$ cat src/rtl/muldiv_unit.sv
// rtl/muldiv_unit.sv - iterative RV32M multiply/divide unit (shift-add multiply, restoring divide)
// Optional MULDIV_FAST_MUL_EN: single-cycle 33x33 multiplier for all four multiply ops.
module muldiv_unit (
  input  logic        clk,
  input  logic        arst,
  input  logic        inValid,
  output logic        inReady,
  input  logic [2:0]  funct3,
  input  logic [31:0] operandA,
  input  logic [31:0] operandB,
  input  logic [4:0]  rdAddr,
  input  logic        flush,
  output logic        outValid,
  input  logic        outReady,
  output logic [31:0] result,
  output logic [4:0]  outRdAddr
);

  typedef enum logic [1:0] {IDLE, CALC, DONE} stateT;

  stateT       state, nextState;
  logic [2:0]  op;
  logic [63:0] acc;
  logic [31:0] oper;
  logic        negRes;
  logic [5:0]  count;

  // Request decode, only meaningful in the accept cycle
  logic        accept, isDiv, aSigned, bSigned, signA, signB;
  logic [31:0] magA, magB;
  logic        divByZero, divOverflow, special, skipCalc;
  logic [31:0] specialResult;

  assign accept  = inValid & (state == IDLE) & ~flush;
  assign isDiv   = funct3[2];
  assign aSigned = isDiv ? ~funct3[0] : (funct3[1:0] != 2'b11);
  assign bSigned = isDiv ? ~funct3[0] : ~funct3[1];
  assign signA   = aSigned & operandA[31];
  assign signB   = bSigned & operandB[31];
  assign magA    = signA ? -operandA : operandA;
  assign magB    = signB ? -operandB : operandB;

  assign divByZero     = isDiv & (operandB == 32'd0);
  assign divOverflow   = isDiv & ~funct3[0] & (operandA == 32'h8000_0000) & (operandB == 32'hFFFF_FFFF);
  assign special       = divByZero | divOverflow;
  assign specialResult = divByZero ? (funct3[1] ? operandA : 32'hFFFF_FFFF)
                                   : (funct3[1] ? 32'd0 : 32'h8000_0000);

`ifdef MULDIV_FAST_MUL_EN
  logic [32:0] fastA, fastB;
  logic [65:0] fastProd;
  logic [31:0] fastResult;

  assign fastA      = {signA, operandA};
  assign fastB      = {signB, operandB};
  assign fastProd   = $signed(fastA) * $signed(fastB);
  assign fastResult = (funct3[1:0] == 2'b00) ? fastProd[31:0] : fastProd[63:32];
  assign skipCalc   = special | ~isDiv;
`else
  assign skipCalc   = special;
`endif

  // One iteration step: acc holds {partial hi, multiplier} or {remainder, dividend/quotient}
  logic [32:0] mulSum, divShift, divTrial;
  logic        divFits;
  logic [63:0] mulNext, divNext, accNext;
  logic [63:0] prodSigned;
  logic [31:0] divVal, divSigned, finalResult;

  assign mulSum   = {1'b0, acc[63:32]} + (acc[0] ? {1'b0, oper} : 33'd0);
  assign mulNext  = {mulSum, acc[31:1]};
  assign divShift = {acc[63:32], acc[31]};
  assign divTrial = divShift - {1'b0, oper};
  assign divFits  = divShift >= {1'b0, oper};
  assign divNext  = divFits ? {divTrial[31:0], acc[30:0], 1'b1}
                            : {divShift[31:0], acc[30:0], 1'b0};
  assign accNext  = op[2] ? divNext : mulNext;

  assign prodSigned  = negRes ? -accNext : accNext;
  assign divVal      = op[1] ? accNext[63:32] : accNext[31:0];
  assign divSigned   = negRes ? -divVal : divVal;
  assign finalResult = op[2] ? divSigned
                             : ((op[1:0] == 2'b00) ? prodSigned[31:0] : prodSigned[63:32]);

  always_ff @(posedge clk or posedge arst) begin
    if (arst) state <= IDLE;
    else      state <= nextState;
  end

  always_comb begin
    nextState = state;
    case (state)
      IDLE:    if (accept) nextState = skipCalc ? DONE : CALC;
      CALC:    if (count == 6'd31) nextState = DONE;
      DONE:    if (outReady) nextState = IDLE;
      default: nextState = IDLE;
    endcase
    if (flush) nextState = IDLE;
  end

  always_ff @(posedge clk or posedge arst) begin
    if (arst) begin
      op        <= 3'd0;
      acc       <= 64'd0;
      oper      <= 32'd0;
      negRes    <= 1'b0;
      count     <= 6'd0;
      result    <= 32'd0;
      outRdAddr <= 5'd0;
    end else if (accept) begin
      op        <= funct3;
      acc       <= {32'd0, isDiv ? magA : magB};
      oper      <= isDiv ? magB : magA;
      negRes    <= (isDiv & funct3[1]) ? signA : (signA ^ signB);
      count     <= 6'd0;
      outRdAddr <= rdAddr;
      if (special) result <= specialResult;
`ifdef MULDIV_FAST_MUL_EN
      else if (!isDiv) result <= fastResult;
`endif
    end else if (state == CALC) begin
      acc <= accNext;
      if (count == 6'd31) begin
        count  <= 6'd0;
        result <= finalResult;
      end else begin
        count <= count + 6'd1;
      end
    end
  end

  assign inReady  = (state == IDLE);
  assign outValid = (state == DONE);

endmodule

$ cat config.mk
export PLATFORM = sky130hd
export DESIGN_NAME = muldiv_unit
export DESIGN_NICKNAME = d
export VERILOG_FILES = /design/src/rtl/muldiv_unit.sv
export SDC_FILE = /design/constraint.sdc
export NUM_CORES = 1
export LEC_CHECK = 0
export CELL_PAD_IN_SITES_DETAIL_PLACEMENT = 0
export CELL_PAD_IN_SITES_GLOBAL_PLACEMENT = 2
export CORE_MARGIN = 2
export CORE_UTILIZATION = 36
export DETAILED_ROUTE_END_ITERATION = 6
export PLACE_DENSITY_LB_ADDON = 0.1
export SYNTH_ARGS = -nofsm -noshare
export SYNTH_HDL_FRONTEND = slang
export SYNTH_SLANG_ARGS = --single-unit
$ cat constraint.sdc
create_clock -name clk -period 5.4 [get_ports clk]
set_clock_uncertainty 0.1 [all_clocks]
set_input_delay 1.08 -clock clk [delete_from_list [all_inputs] [get_ports clk]]
set_output_delay 1.08 -clock clk [all_outputs]
set_load 0.1 [all_outputs]
==> impl_metrics.csv <==
group,metric,value,unit
worst_hold_path,hold_path.class,"flip-flop to flip-flop",
cts,clk_pin_slew_worst_paths,70,ps
critical_path,r2r_slack,40,ps
placed_design,dp_cells,3044,
placed_design,globalplace.congestion,0.992,
drt,first_pass_iters,7,
placed_design,dpl_cell_area,0.0195,sq mm
global_route,grt_max_degree,106,
critical_path,r2r_end,"result[10]",
cts,cts_root_buf,"clkbuf_16",
drt,vias,19200,
drt,first_iter_violations,2081,
drt,avgRoutedWirePerCell,28.7,um
global_route,globalRouteOverflowTotal,0,
yosys,ys_types,112,
layout,multiInputGateArea,0.0126,sq mm
power,p_seq_share,15.4,%
critical_path,start_kind,"flip-flop",
drt,met2_length,38.5,mm
layout,nets,2607,
worst_hold_path,hold-path-endpoint,"outRdAddr[4]",
critical_path,cp.arrival,5620,ps
die,io_pins,116,
power,p_per_area,574,mW/mm^2
yosys,synth_cells,2305,
critical_path,r2r_cells,17,
yosys,yosysWarnings,0,
power,internal_power,5.06,mW
critical_path,end_kind,"flip-flop",
layout,fin_area,0.0202,sq mm
yosys,syn_avg_cell_area,7.34,sq um
critical_path,crit_required,5660,ps
layout,final_cells,3081,
drt,highest_layer,"met5",
worst_hold_path,min_from,"outRdAddr[4]",
drt,drc_errors,4,
power,swShare,56.2,%
timing,finalCriticalPeriod,5360,ps
global_route,grt_pass1_wl,128,mm
cts,worstSkewPairLatency,510,ps
die,die_w,221,um
die,start_util,36.4,%
layout,fillers,4841,
drt,routed_wl,88.4,mm
drt,ant_nets,0,
global_route,grt_use_total,36.4,%
layout,syn2layout_area_growth,19.2,%
yosys,synth_nets,2454,
placed_design,hpwl,70.7,mm
layout,drive_gt1_share,11.9,%
yosys,ys_seq_area_share,21.4,%
cts,tritoncts,"done",
timing,finalSetupViolCount,0,
cts,cts-buffers-inserted,17,
die,num_rows,79,
worst_hold_path,hold_depth,2,
timing,min_period_over_period,99.2,%
layout,final-seq-area,0.00363,sq mm
global_route,grt_pass1_vias,18300,
critical_path,path_max_fanout,8,
timing,slew_headroom,28.7,%
timing,layout_setup_ws,42.3,ps
placed_design,dp_worst_setup_slack,-269,ps
cts,clock_sinks,145,
yosys,synth_top_flop_cell,"dfrtp_1",
yosys,synth_edf_count,0,
timing,max_slew.worst_pin.slew,1060,ps
power,p_sw,6.50,mW
global_route,antenna_found_initial,8,
power,combPwrFrac,73.4,%
yosys,synth_seq_cells,145,
critical_path,crit_type,"flip-flop to flip-flop",
yosys,syn_area,0.0169,sq mm
power,leakage,8.04,nW
run_status,violations,"design-rule violations",
power,p_clk_share,11.2,%
drt,routed-wl-met3,6.80,mm
timing,finalMaxSlewViolations,0,
timing,finalHoldViolCount,0,
die,die_h,221,um
run_status,status,"finished, violations left",
cts,holdBufCountCts,0,
job,drv_cap,0,
drt,viasPerCell,6.24,
die,coreArea,0.0465,sq mm
critical_path,r2r-start,"acc[40]",
cts,cts_buffer_depth,2,
drt,met1_length,37.6,mm
yosys,synthArstFlopShare,100,%
die,die_area,0.0487,sq mm
cts,cts_htree_levels,4,
placed_design,port_buffers,115,
power,ir_drop,0.307,mV
timing,holdWs,388,ps
timing,fmax,187,MHz
[area by class of cell]
cell class	count	share of cell area, %
diodes	4	0.0496
clock buffers	17	2.11
clock inverters	14	0.782
repair buffers	270	11.7
multi-input cells	1958	62.3
flip-flops and latches	145	18.0
well taps	607	3.77
inverters	66	1.25
[critical path, cell delays in order, from the launching register on]
cell	delay (ps)
dfrtp_1	460
ha_1	460
and4_4	220
and4_4	220
a221o_1	370
o21ai_4	300
a31o_2	220
ha_2	240
nand2_1	110
or4_1	500
nor3_1	270
and4bb_2	350
nand4_1	270
nand2_1	280
xnor2_1	160
o21ai_0	90
a22oi_1	440
nand3_1	140
[power by group through the flow]
stage / Clock, mW / Combinational (mW) / Sequential [mW]
3_5_place_dp: 0 / 8.19 / 1.79
3_3_place_gp: 0 / 8.21 / 1.78
2_1_floorplan: 0 / 5.09 / 1.72
6_report: 1.30 / 8.49 / 1.78
5_1_grt: 1.34 / 9.05 / 1.81
4_1_cts: 1.31 / 8.25 / 1.77
[flip-flops by register name, summed over array words and instances, names as in the netlist]
signal     count
acc           64
state          2
result        32
negRes         1
outRdAddr      5
oper          32
count          6
op             3
[layout by cell type, fill, tap and decap left out, types with 11 or more instances in the layout]
| master | netlist | layout |
|---|---|---|
| a211oi_1 | 27 | 26 |
| and3_1 | 12 | 12 |
| a21o_1 | 19 | 19 |
| nor2b_1 | 12 | 11 |
| clkbuf_16 | 0 | 17 |
| mux2_2 | 11 | 11 |
| xnor2_1 | 97 | 97 |
| and2_1 | 38 | 38 |
| o221ai_1 | 28 | 28 |
| a21boi_0 | 14 | 14 |
| nor3_1 | 52 | 52 |
| a31oi_1 | 28 | 28 |
| nand3_1 | 63 | 63 |
| or3_1 | 26 | 25 |
| nand2b_1 | 24 | 24 |
| a22oi_1 | 14 | 14 |
| or2_2 | 16 | 16 |
| o31ai_1 | 39 | 39 |
| a22o_1 | 17 | 17 |
| dfrtp_1 | 145 | 143 |
| nand2_1 | 323 | 322 |
| o21ai_0 | 235 | 234 |
| clkdlybuf4s50_1 | 0 | 114 |
| xor2_1 | 72 | 72 |
| mux2i_1 | 45 | 45 |
| inv_1 | 63 | 62 |
| ha_1 | 70 | 65 |
| o211ai_1 | 45 | 45 |
| nor4_1 | 19 | 17 |
| a21oi_1 | 181 | 181 |
| nor2_1 | 180 | 178 |
| buf_4 | 3 | 152 |
| nand4_1 | 33 | 33 |
[Yosys cell counts (all sizes together) (7+ instances only)]
cell type,instances,area (sq um)
a22oi,14,105
nor3,52,260
nand3,63,315
o311ai,8,77.6
and2,39,246
mux2i,45,450
or4,10,75.1
nor2,181,682
a21oi,186,957
dfrtp,145,3630
ha,70,876
o41ai,11,104
or2,17,106
a2111oi,7,87.6
nor2b,12,75.1
o21ai,245,1250
nand2,326,1230
o31ai,39,293
o22ai,7,43.8
a21boi,16,131
nor4,23,195
o211ai,46,350
o221ai,30,275
xnor2,97,850
or3,27,174
mux2,11,124
nand3b,8,60.1
a221oi,9,115
a211oi,28,215
inv,65,244
a31o,10,87.6
nand4,35,240
and3,12,75.1
buf,42,215
nor3b,11,87.6
o21a,9,67.6
a22o,17,149
clkbuf,94,354
a21o,19,143
xor2,72,631
a221o,8,80.1
a31oi,28,175
nand2b,24,150
a311oi,10,100
[routing by layer]
metal,vias up,track usage [%]
met2,812,55.6
met3,181,7.60
met5,-,0
met1,9397,47.4
met4,4,20.8
li1,8839,-
[worst max-delay path by stage]
| stage | startpoint | to | slack (ps) | cells after the start |
|---|---|---|---|---|
| finish | acc[40] | result[10] | 40 | 17 |
| global placement | acc[47] | result[2] | -340 | 18 |
| CTS | acc[46] | result[26] | 30 | 18 |
| global route | acc[40] | result[2] | -4 | 18 |
| floorplan | arst | acc[0] | 330 | 1 |
| detailed placement | acc[47] | result[2] | -270 | 18 |
[metrics by stage]
step | TNS, ps | total power, mW | utilization (%)
after floorplan | 0 | 6.81 | -
after global placement | -368 | 9.99 | 42.0
after detailed placement | -269 | 9.98 | 42.0
after CTS | 0 | 11.3 | 43.2
after global routing | -4.34 | 12.2 | 43.4
final | 0 | 11.6 | 43.4
[cell families (layout without fill, tap and decap cells)]
group | Yosys count | after routing | synth area share [%]
other | 0 | 4 | 0
AO/OA/AOI/OAI | 801 | 801 | 31.4
flip-flops | 145 | 145 | 21.4
XOR/XNOR | 169 | 169 | 8.75
adder cells (fa/ha/maj) | 72 | 72 | 5.41
multiplexers | 56 | 56 | 3.39
buffers and inverters | 202 | 367 | 4.83
AND/OR/NAND/NOR | 860 | 860 | 24.7
[what timing repair did]
action / 4_1_cts / 5_1_grt
endpoints found under the setup margin: 2 / 11
resized for setup: 2 / 11
pin swaps: 1 / 3
endpoints found under the hold margin: 0 / 0
buffers inserted: 0 / 2
No activity file was read; power rests on OpenSTA's default activity.
